[config.mk]
export PLATFORM = sky130hd
export DESIGN_NAME = pairwise_gate_pipe
export DESIGN_NICKNAME = d
export VERILOG_FILES = /design/src/rtl/pairwise_gate_pipe.sv
export SDC_FILE = /design/constraint.sdc
export NUM_CORES = 1
export LEC_CHECK = 0
export ABC_AREA = 1
export CAP_MARGIN = 10
export CORE_MARGIN = 2
export CORE_UTILIZATION = 49
export CTS_CLUSTER_DIAMETER = 60
export DETAILED_ROUTE_END_ITERATION = 8
export PLACE_DENSITY = 0.82
export SLEW_MARGIN = 40
export SYNTH_ARGS = -nofsm -noshare
export SYNTH_HDL_FRONTEND = slang
export SYNTH_SLANG_ARGS = --single-unit
[constraint.sdc]
create_clock -name clk -period 2.95 [get_ports clk]
set_input_delay 0.7375 -clock clk [delete_from_list [all_inputs] [get_ports clk]]
set_output_delay 0.7375 -clock clk [all_outputs]
set_load 0.02 [all_outputs]
[src/rtl/pairwise_gate_pipe.sv]
// Pairwise operand gate with a stallable ready/valid delay pipeline.
// Channel k combines operands k and k+1. A saturating counter tracks all-ones results as they leave the block.
module pairwise_gate_pipe #(
    parameter int N_CH   = 2,
    parameter int WIDTH  = 1,
    parameter int STAGES = 1,
    parameter int CNT_W  = 8
) (
    input  logic                      clk,
    input  logic                      reset,
    input  logic                      in_valid,
    output logic                      in_ready,
    input  logic [(N_CH+1)*WIDTH-1:0] a,
    input  logic [1:0]                op,
    output logic                      out_valid,
    input  logic                      out_ready,
    output logic [N_CH*WIDTH-1:0]     q,
    input  logic                      cnt_clr,
    output logic [CNT_W-1:0]          match_cnt
);

    localparam int QW = N_CH * WIDTH;

    logic [QW-1:0]    op_result;
    logic [QW-1:0]    data_reg [STAGES];
    logic [STAGES-1:0] valid_reg;
    logic             stall;
    logic             transfer;
    logic [CNT_W-1:0] match_cnt_reg;
    logic [CNT_W-1:0] match_cnt_next;

    generate
        for (genvar gi = 0; gi < N_CH; gi++) begin : g_ch
            logic [WIDTH-1:0] lo_opnd;
            logic [WIDTH-1:0] hi_opnd;
            assign lo_opnd = a[gi*WIDTH +: WIDTH];
            assign hi_opnd = a[(gi+1)*WIDTH +: WIDTH];
            assign op_result[gi*WIDTH +: WIDTH] =
                (op == 2'b00) ? (lo_opnd & hi_opnd) :
                (op == 2'b01) ? (lo_opnd | hi_opnd) :
                (op == 2'b10) ? (lo_opnd ^ hi_opnd) :
                                ~(lo_opnd & hi_opnd);
        end
    endgenerate

    // One global stall freezes every stage, bubbles included, so beats keep their spacing.
    assign out_valid = valid_reg[STAGES-1];
    assign q         = data_reg[STAGES-1];
    assign stall     = out_valid & ~out_ready;
    assign in_ready  = ~stall;
    assign transfer  = out_valid & out_ready;

    always_ff @(posedge clk) begin
        if (reset) begin
            valid_reg <= '0;
            for (int s = 0; s < STAGES; s++) begin
                data_reg[s] <= '0;
            end
        end else if (!stall) begin
            valid_reg[0] <= in_valid;
            data_reg[0]  <= op_result;
            for (int s = 1; s < STAGES; s++) begin
                valid_reg[s] <= valid_reg[s-1];
                data_reg[s]  <= data_reg[s-1];
            end
        end
    end

    // Clear outranks counting; the counter sticks at its maximum instead of wrapping.
    always_comb begin
        match_cnt_next = match_cnt_reg;
        if (cnt_clr) begin
            match_cnt_next = '0;
        end else if (transfer && (&q) && (match_cnt_reg != {CNT_W{1'b1}})) begin
            match_cnt_next = match_cnt_reg + 1'b1;
        end
    end

    always_ff @(posedge clk) begin
        if (reset) begin
            match_cnt_reg <= '0;
        end else begin
            match_cnt_reg <= match_cnt_next;
        end
    end

    assign match_cnt = match_cnt_reg;

endmodule

==> results of run 1 <==
metrics by stage:
step                hold slack [ns]  utilization, %  cell area [um^2]  setup WS [ns]  total power, uW
floorplan                     0.562               -               757           1.28              191
global placement              0.492            67.1               987          0.263              218
detailed placement            0.495            67.1               987          0.248              220
CTS                           0.505            68.9              1010          0.246              328
global route                  0.556            68.9              1010          0.187              338
finish                        0.500            68.9              1010          0.253              322
cell type report:
cell class	instances	area share, %
clock buffers	4	2.59
multi-input cells	78	45.8
repair buffers	21	20.7
well taps	16	1.98
inverters	14	5.19
flip-flops and latches	11	23.7
final timing paths:
check                             startpoint           end  slack [ns]  depth (start not counted)
worst max-delay path               out_ready      in_ready        0.25                          4
worst min-delay path            match_cnt[1]  match_cnt[1]        0.50                          2
worst max register to register  match_cnt[0]  match_cnt[6]        1.67                          6
worst min register to register  match_cnt[1]  match_cnt[1]        0.50                          2
power groups by stage:
stage	clock [uW]	sequential (uW)	combinational [uW]
after floorplan	0	169	21.9
after global placement	0	164	54.3
after detailed placement	0	164	56.3
after CTS	111	160	56.6
after global routing	114	161	62.3
final	106	160	56.0
cells in the mapped netlist (3+ instances only):
library cell	n
a21oi_1	6
dfxtp_1	9
ha_1	5
inv_1	12
nand2_1	23
nand2_2	4
nand3_1	6
nor2_1	12
o21ai_0	3
worst register-to-register path, stage by stage (launching register included):
cell	delay [ns]
dfxtp_1	0.39
ha_1	0.20
nand2_2	0.09
nor3_1	0.28
nand3_1	0.12
nand2_1	0.07
nor2_1	0.03
cells by family (layout without fill, tap and decap cells):
logic type                 after synthesis  count (layout)  synth area share (%)
and+or+nand+nor                         58              58                  41.0
DFF                                     11              11                  31.7
buffers and inverters                   14              39                  6.94
xor gates and xnor gates                 2               2                  2.31
AOI/OAI and AO/OA                       13              13                  9.75
adders and majority gates                5               5                  8.26
routing by layer:
metal  up-vias  global-route usage, %
met2        17                   33.7
li1        382                      -
met3         3                   6.38
met4         0                   5.45
met1       333                   23.5
met5         -                      0
==> run summary, run 1 <==
The final layout contains 144 nets. The number of clock buffers inserted by TritonCTS came out at 3. The area of all sequential standard cells came out at 240 um^2. The number of flip-flops and latches in the synthesized netlist is 11. The switching power as a share of total power came out at 26.3%.

The number of endpoints failing setup at the final stage is 0. The number of antenna violations at the first check in global routing came out at 0. From bottom edge to top edge, the die measures 43.3 um.

The total count of hold-check failures in the final report came out at 0. The number of nets in the synthesized netlist is 118. The DRC violations left is 0.

The switching power summed over all nets came out at 84.7 uW. By area the synthesized netlist is led by dfxtp_1, nand2_1, ha_1. The fraction of synthesis flops using an asynchronous set or reset pin is 0%. The run finished with clean final reports. Among the stages of the critical path, the cell type that occurs most often is clkdlybuf4s50_1. The post-CTS clock slew at the launch and capture registers of the worst setup and hold paths came out at 0.06 ns. The proportion of netlist area held by the largest area contributor came out at 23.8%.

In this run the top signal layer used is met4. Summed over all nets, wire length on met3 after detailed routing comes to 60 um. The largest area contributor in the synthesized netlist is dfxtp_1. The number of synthesis warnings came out at 0.

The kind of critical path is in -> out. Once detailed placement completed, the half-perimeter wirelength came to 1.25 mm. The mapped netlist covers 757 um^2. The area added between synthesis and finish is 33.9%. The leakage power summed over all cells came out at 0.000457 uW. For this block, wires on met1 add up to 636 um. In this run the count of I/O pins placed on the die edge is 22. Global routing used 19.7% of the available tracks. The first-pass GRT wire length is 2.74 mm. The accumulated negative setup slack is 0 ns.

The number of pins exceeding their max-slew limit in the final report came out at 0. In the layout the commonest cells are nand2_1, clkdlybuf4s50_1, inv_1, nor2_1, dfxtp_1. The number of antenna-violating nets in the routed design came out at 0. Clock tree synthesis selected as its root buffer the cell clkbuf_4. The signal on the critical path passes through clkdlybuf4s50_1 -> inv_1 -> nand2_1 -> clkdlybuf4s50_1. The number of clock sinks seen by CTS is 11. The worst pin sits at a relative slew slack of 76.8%. The flip-flop count of the largest register after layout came out at 8.

The non-filler instance count after layout came out at 144. The number of fillers in the final layout is 135. The detail-routed via count per cell is 5.10. The die area came out at 1880 um^2.

The total overflow left after global routing is 0. The placeable core area came out at 1470 um^2. Post-CTS repair changed the size of 0 cells. Dividing the detail-routed wire length by the instance count gives 10.6 um. The number of buffers added to fix hold violations after cts came out at 0. The count of standard-cell rows is 14. The insertion delay to the later sink of the worst-skew pair came out at 0.28 ns. The mean instance size in the synthesized netlist is 7.35 um^2. The maximum root-to-sink buffer count is 2. The iteration count of the initial detailed-routing pass came out at 4. STA puts the critical path data arrival time at 1.96 ns. The worst setup path is launched from an input port. The pin count of the biggest net entering global routing is 9. The final critical delay including setup and external delays is 2.70 ns. The maximum fanout count along the critical path came out at 2. The count of flip-flops with a built-in enable after synthesis is 2. The post-CTS setup buffer count is 0. The largest stage delay on the critical path is 0.61 ns.

The sum of met2 wire segment lengths after detailed routing came out at 814 um. The min-delay analysis places its worst path in the category reg -> reg. For this block, the initial DRC count from the detailed router was 14. The worst setup path is captured at an output pin.

The starting density of the core is 51.4%. The share of the clock period used by the worst path came out at 91.4%. Among all stages on the critical path, the largest delay is contributed by clkdlybuf4s50_1. The die boundary width is 43.3 um. The sequential share of power is 49.8%. The share of power burned in the clock network is 32.8%. The library cell used most frequently in the layout, excluding fill and tap cells, is nand2_1. The distinct cell type count after synthesis is 24. The fraction of final layout cells sized beyond drive strength 1 came out at 12.5%.

The cell count after placement came out at 140. Among all flip-flop cells after synthesis, the most frequent one is dfxtp_1. The via count of the first global-routing pass was 660. For this run, the register share of the synthesized area comes to 31.7%. The design internal power is 237 uW. For this block, the via count after detailed routing is 735. Grouping stages by cell kind, the critical path spends the most delay in buffers and inverters.

The worst clock skew came out at 0.00593 ns. IR analysis of the VDD net gives a maximum drop of 0.000180 V. Setup repair after global routing left no endpoint under its margin. Port buffering added 21 buffers. The timing-limited maximum frequency is 371 MHz. Together, buffers and inverters on the worst path number 3.

The total of max-cap violations is 0. The depth of the CTS H-tree is 1. The transition at the pin with the smallest max-transition slack came out at 0.347 ns. The placer congestion estimate is 0.798. The antenna diode instance count is 0. The combinational fraction of design power is 17.4%. The area occupied by multi-input gates came out at 464 um^2. The routed wire length came out at 1.53 mm. The number of instances in the synthesized netlist came out at 103.

In this run the power density over the cells is 318 nW/um^2. The critical path required time came out at 2.21 ns. TritonCTS built the clock tree.
Note: power is estimated with default switching activity, not from simulation.
==> run 2, diff against run 1 <==
Settings changed: SKIP_LAST_GASP set to 1.
==> results of run 2 <==
Final layout, timing and power as in run 1 (identical DEF).
